===== config.mk =====
export PLATFORM = sky130hd
export DESIGN_NAME = rename_stage
export DESIGN_NICKNAME = d
export VERILOG_FILES = /design/src/rtl/rename_pkg.sv /design/src/rtl/free_list.sv /design/src/rtl/rename_stage.sv
export SDC_FILE = /design/constraint.sdc
export NUM_CORES = 1
export LEC_CHECK = 0
export BUFFER_PORTS_ARGS = -buffer_cell sky130_fd_sc_hd__buf_4
export CORE_ASPECT_RATIO = 1.2
export CORE_MARGIN = 1
export CORE_UTILIZATION = 37
export CTS_CLUSTER_DIAMETER = 30
export DETAILED_ROUTE_END_ITERATION = 8
export HOLD_SLACK_MARGIN = 0.12
export PLACE_DENSITY_LB_ADDON = 0.15
export SLEW_MARGIN = 25
export SYNTH_ARGS = -nofsm -noshare
export SYNTH_HDL_FRONTEND = slang
export SYNTH_SLANG_ARGS = --single-unit

===== constraint.sdc =====
create_clock -name clk -period 4.3 [get_ports clk]
set_input_delay 0.86 -clock clk [delete_from_list [all_inputs] [get_ports clk]]
set_output_delay 0.86 -clock clk [all_outputs]
set_load 0.02 [all_outputs]

===== src/rtl/rename_pkg.sv =====
// Shared constants and helpers for the register-rename stage.
package rename_pkg;

    localparam int ARCH_REGS      = 32;
    localparam int PHYS_REGS      = 64;
    localparam int PREG_W         = 6;
    localparam int AREG_W         = 5;
    localparam int FL_INIT        = PHYS_REGS - ARCH_REGS;
    localparam int C_SIG_REGWRITE = 0;
    localparam int RS1_LSB        = 15;
    localparam int RS2_LSB        = 20;
    localparam int RD_LSB         = 7;

    function automatic logic [AREG_W-1:0] areg_field(
        input logic [31:0] instr,
        input int unsigned lsb
    );
        return instr[lsb +: AREG_W];
    endfunction

endpackage


===== src/rtl/free_list.sv =====
// Circular FIFO of free physical tags; resets holding p32..p63.
module free_list
    import rename_pkg::*;
(
    input  logic              clk,
    input  logic              rst,
    input  logic              push,
    input  logic [PREG_W-1:0] push_preg,
    input  logic              pop,
    output logic [PREG_W-1:0] head,
    output logic [PREG_W:0]   count,
    output logic              empty,
    output logic              full
);

    logic [PREG_W-1:0] mem [PHYS_REGS];
    logic [PREG_W-1:0] rd_ptr;
    logic [PREG_W-1:0] wr_ptr;
    logic              do_push;
    logic              do_pop;

    assign empty   = (count == '0);
    assign full    = (count == (PREG_W+1)'(PHYS_REGS));
    assign head    = mem[rd_ptr];
    assign do_push = push && !full;
    assign do_pop  = pop && !empty;

    // Pointers are PREG_W wide, so they wrap modulo PHYS_REGS for free.
    always_ff @(posedge clk or negedge rst) begin
        if (!rst) begin
            for (int i = 0; i < PHYS_REGS; i++)
                mem[i] <= (i < FL_INIT) ? PREG_W'(FL_INIT + i) : '0;
            rd_ptr <= '0;
            wr_ptr <= PREG_W'(FL_INIT);
            count  <= (PREG_W+1)'(FL_INIT);
        end else begin
            if (do_push) begin
                mem[wr_ptr] <= push_preg;
                wr_ptr      <= wr_ptr + PREG_W'(1);
            end
            if (do_pop)
                rd_ptr <= rd_ptr + PREG_W'(1);
            case ({do_push, do_pop})
                2'b10:   count <= count + 1'b1;
                2'b01:   count <= count - 1'b1;
                default: count <= count;
            endcase
        end
    end

endmodule


===== src/rtl/rename_stage.sv =====
// Rename stage: RAT lookup, destination allocation, registered output slot.
module rename_stage
    import rename_pkg::*;
(
    input  logic              clk,
    input  logic              rst,
    input  logic              d_valid,
    output logic              d_ready,
    input  logic [31:0]       d_instr,
    input  logic [6:0]        d_c_sig,
    input  logic [2:0]        d_alu_sig,
    input  logic [31:0]       d_imm,
    output logic              r_valid,
    input  logic              r_ready,
    output logic [31:0]       r_instr,
    output logic [6:0]        r_c_sig,
    output logic [2:0]        r_alu_sig,
    output logic [31:0]       r_imm,
    output logic [PREG_W-1:0] r_prs1,
    output logic [PREG_W-1:0] r_prs2,
    output logic [PREG_W-1:0] r_prd,
    output logic [PREG_W-1:0] r_old_prd,
    output logic              r_has_rd,
    input  logic              ret_valid,
    input  logic [PREG_W-1:0] ret_preg
);

    logic [PREG_W-1:0] rat [ARCH_REGS];
    logic [AREG_W-1:0] rs1;
    logic [AREG_W-1:0] rs2;
    logic [AREG_W-1:0] rd;
    logic              alloc;
    logic              slot_free;
    logic              accept;
    logic              fl_push;
    logic              fl_pop;
    logic [PREG_W-1:0] fl_head;
    logic [PREG_W:0]   fl_count;
    logic              fl_empty;
    logic              fl_full;

    assign rs1       = areg_field(d_instr, RS1_LSB);
    assign rs2       = areg_field(d_instr, RS2_LSB);
    assign rd        = areg_field(d_instr, RD_LSB);
    assign alloc     = d_c_sig[C_SIG_REGWRITE] && (rd != '0);
    assign slot_free = !r_valid || r_ready;
    assign d_ready   = slot_free && !fl_empty;
    assign accept    = d_valid && d_ready;
    assign fl_pop    = accept && alloc;
    assign fl_push   = ret_valid && (ret_preg != '0);

    free_list u_free_list (
        .clk       (clk),
        .rst       (rst),
        .push      (fl_push),
        .push_preg (ret_preg),
        .pop       (fl_pop),
        .head      (fl_head),
        .count     (fl_count),
        .empty     (fl_empty),
        .full      (fl_full)
    );

    // Sources read the pre-update RAT, so rs==rd sees the old mapping.
    always_ff @(posedge clk or negedge rst) begin
        if (!rst) begin
            for (int i = 0; i < ARCH_REGS; i++)
                rat[i] <= PREG_W'(i);
            r_valid   <= 1'b0;
            r_instr   <= '0;
            r_c_sig   <= '0;
            r_alu_sig <= '0;
            r_imm     <= '0;
            r_prs1    <= '0;
            r_prs2    <= '0;
            r_prd     <= '0;
            r_old_prd <= '0;
            r_has_rd  <= 1'b0;
        end else if (accept) begin
            r_valid   <= 1'b1;
            r_instr   <= d_instr;
            r_c_sig   <= d_c_sig;
            r_alu_sig <= d_alu_sig;
            r_imm     <= d_imm;
            r_prs1    <= rat[rs1];
            r_prs2    <= rat[rs2];
            r_prd     <= alloc ? fl_head : '0;
            r_old_prd <= alloc ? rat[rd] : '0;
            r_has_rd  <= alloc;
            if (alloc)
                rat[rd] <= fl_head;
        end else if (r_ready) begin
            r_valid <= 1'b0;
        end
    end

    // A retire push into a full list is a pipeline bookkeeping bug.
    assert property (@(posedge clk) disable iff (!rst) !(fl_push && fl_full));
    assert property (@(posedge clk) disable iff (!rst)
        fl_empty == (fl_count == '0));

endmodule


==> results.json <==
{
  "post_cts_buffers": 0,
  "p_seq_share_pct": 33.7,
  "required_ns": 4.88,
  "power.density_nw_per_um2": 714,
  "rows": 121,
  "h-tree-depth": 4,
  "drt_pass1_iterations": 5,
  "drive_above_1_share_pct": 48.2,
  "fp.coreArea_um2": 91000,
  "grt-ovfl-total": 0,
  "synth-seq-area-share_pct": 51.8,
  "dpl_cell_area_um2": 37000,
  "routed_wl_mm": 99.3,
  "gp_congestion": 0.860,
  "vias_per_cell": 5.45,
  "pwr-share-clk_pct": 39.2,
  "power_leakage_nw": 18.6,
  "syn_area_per_cell_um2": 13.2,
  "tightestPinTransition_ns": 1.04,
  "drc": 0,
  "min_period_ns": 3.68,
  "crit_start": "u_free_list.rd_ptr[0]",
  "grt_max_degree": 101,
  "r2r_slack_ns": 0.62,
  "boundaryPins": 186,
  "cts_tree": "yes",
  "cts_buffers": 151,
  "finalCritPeriodShare_pct": 85.6,
  "ys_warn_count": 0,
  "cts.sinks": 695,
  "cp-start-kind": "register",
  "critPathCapture": "rat[1]",
  "critPathKind": "register to register",
  "grt_antenna_before_repair": 1,
  "grt_usage_pct": 21.8,
  "async_reset_ff_share_pct": 100,
  "total_power_mw": 30.2,
  "final_common_cell": "dfrtp_1",
  "vias": 22600,
  "ys.flop_type": "dfrtp_1",
  "fill_cells": 8051,
  "maxCapViolCount": 0,
  "synth_cells": 2573,
  "grt_pass1_wl_mm": 153,
  "r2r-end": "rat[1]",
  "final_antenna_net_count": 0,
  "status": "complete, no violations",
  "mostFrequentLayoutCells": "dfrtp_1 (499), mux2_2 (405), nand2_1 (377)",
  "clock_latency_ns": 0.72,
  "clockRootBuffer": "clkbuf_16",
  "arrival_ns": 4.26,
  "drt_iter0_markers": 1429,
  "initial_core_util_pct": 37.4,
  "ys_ff_latch": 695,
  "finalHoldViolations": 0,
  "tns_ns": 0,
  "reg2reg_from": "u_free_list.rd_ptr[0]",
  "ctsResizeCount": 0,
  "port_buffers": 185,
  "multi_input_area_um2": 15500,
  "finalSetupViolations": 0,
  "synth_area_um2": 34000,
  "ff_latch_area_um2": 17600,
  "design.die.area_um2": 93200,
  "fin_nets": 2879,
  "synth.distinct_cells": 60,
  "max_slew_margin_pct": 30.6,
  "ir_drop_mv": 0.440,
  "dp_hpwl_mm": 64.7,
  "fmax_mhz": 272,
  "cts_hold_buffers": 0,
  "drv_slew": 0,
  "switching_share_pct": 31.6,
  "rsz0062_at_grt": "false",
  "internal_power_mw": 20.7,
  "skew_ns": 0.0431,
  "hold_path_class": "primary input to asynchronous set/reset pin",
  "path_clk_slew_ns": 0.04,
  "area_growth_pct": 24.4,
  "fin_util_pct": 46.5,
  "synth_edf_count": 0,
  "worstPathMaxFanout": 58,
  "grt_pass1_vias": 23900,
  "r2r_cells": 7,
  "die-height_um": 334,
  "clk_path_buf_depth": 3,
  "avgRoutedWirePerCell_um": 23.9,
  "switching_power_mw": 9.54,
  "pwr-share-comb_pct": 27.2,
  "fp.dieW_um": 279,
  "synth.net_count": 2663,
  "endpoint_kind": "register",
  "final_cell_area_um2": 42300
}
through the flow:
stage,std cells,hold WS (ns),setup slack (ns)
floorplan,2573,0.455,0.217
global placement,3863,0.396,0.593
detailed placement,3864,0.407,0.512
CTS,4147,0.222,0.481
global route,4150,0.198,0.465
finish,4150,0.138,0.620
per-layer routing:
layer,up-vias,share of wire (%),track usage (%)
met5,-,0,0
met4,0,3.6,9.27
met3,194,5.0,3.93
met2,650,51,37.3
met1,11800,41,27.0
li1,9935,-,-
cells by family (layout without fill, tap and decap cells):
logic type / after synthesis / count (layout) / share of synthesized area [%]
mux: 720 / 720 / 31.7
simple gates: 613 / 613 / 7.53
buf+inv: 224 / 570 / 2.94
fa+ha+maj: 5 / 5 / 0.184
xor+xnor: 18 / 18 / 0.463
other cells: 0 / 1 / 0
compound gates: 298 / 298 / 5.36
flops: 695 / 695 / 51.8
cell usage after synthesis (all sizes together) (2+ instances only):
library cell  count  share of area (%)
xor2              9               0.23
o221ai           12               0.31
dfrtp           501                 37
buf              61                1.1
nor2b             3              0.055
mux4            241                 16
o31ai             3              0.066
or3b              2              0.051
and2              3              0.055
dfstp           194                 15
a211oi           10               0.24
nor2            141                1.6
nand3            14               0.21
nand4            13               0.24
or2               4              0.074
and3b             2              0.051
ha                5               0.18
nand2           377                4.2
mux2            418                 14
or3              10               0.18
nand3b            9               0.20
o22ai            11               0.20
mux2i            61                1.8
and3              4              0.074
clkbuf          159                1.8
nand4b            4               0.10
a22o             21               0.54
a22oi            34               0.75
nor3b             5               0.11
nor3             11               0.16
inv               4              0.044
a311oi            4               0.10
or4b              2              0.059
o21ai           114                1.7
a31oi             5              0.092
xnor2             9               0.23
a2111o            2              0.066
nand2b            4              0.074
a21oi            73                1.1
nor4              2              0.037
cell type report:
type | count | area share, %
tap | 1230 | 3.64
timing repair buffer | 283 | 5.53
inverter | 4 | 0.0355
sequential | 695 | 41.7
antenna | 1 | 0.00591
clock inverter | 77 | 2.49
clock buffer | 206 | 10.0
multi-input combinational | 1654 | 36.6
worst max-delay path: stages (launching register included):
cell and delay (ns):
dfrtp_4 0.56, buf_12 0.40, mux4_2 0.56, a22o_1 0.25, a211oi_1 0.30, a31oi_1 0.19, a21oi_4 0.87, o21ai_0 0.26
power groups by stage:
stage	logic, mW	registers (mW)	clock network [mW]
floorplan	5.48	9.88	0
global placement	7.92	10.1	0
detailed placement	8.12	10.2	0
CTS	8.15	10.2	12.1
global route	8.77	10.4	12.4
finish	8.20	10.2	11.8
how the worst min path moves through the flow:
stage	from	endpoint	depth (start not counted)
final	rst	r_imm[22]	1
after CTS	rst	r_imm[22]	1
after floorplan	rat[127]	rat[127]	2
after global routing	rst	r_imm[22]	1
after global placement	rat[187]	rat[187]	0
after detailed placement	rat[186]	rat[186]	0
sequential cells by signal (all words and copies together), names as in the netlist, 3 cells and up:
register / count
u_free_list.count: 7
r_prd: 6
r_alu_sig: 3
r_imm: 32
u_free_list.rd_ptr: 6
u_free_list.wr_ptr: 6
r_prs2: 6
r_old_prd: 6
r_c_sig: 7
u_free_list.mem: 384
r_instr: 32
rat: 192
r_prs1: 6
Power figures use the tool's default switching activity.
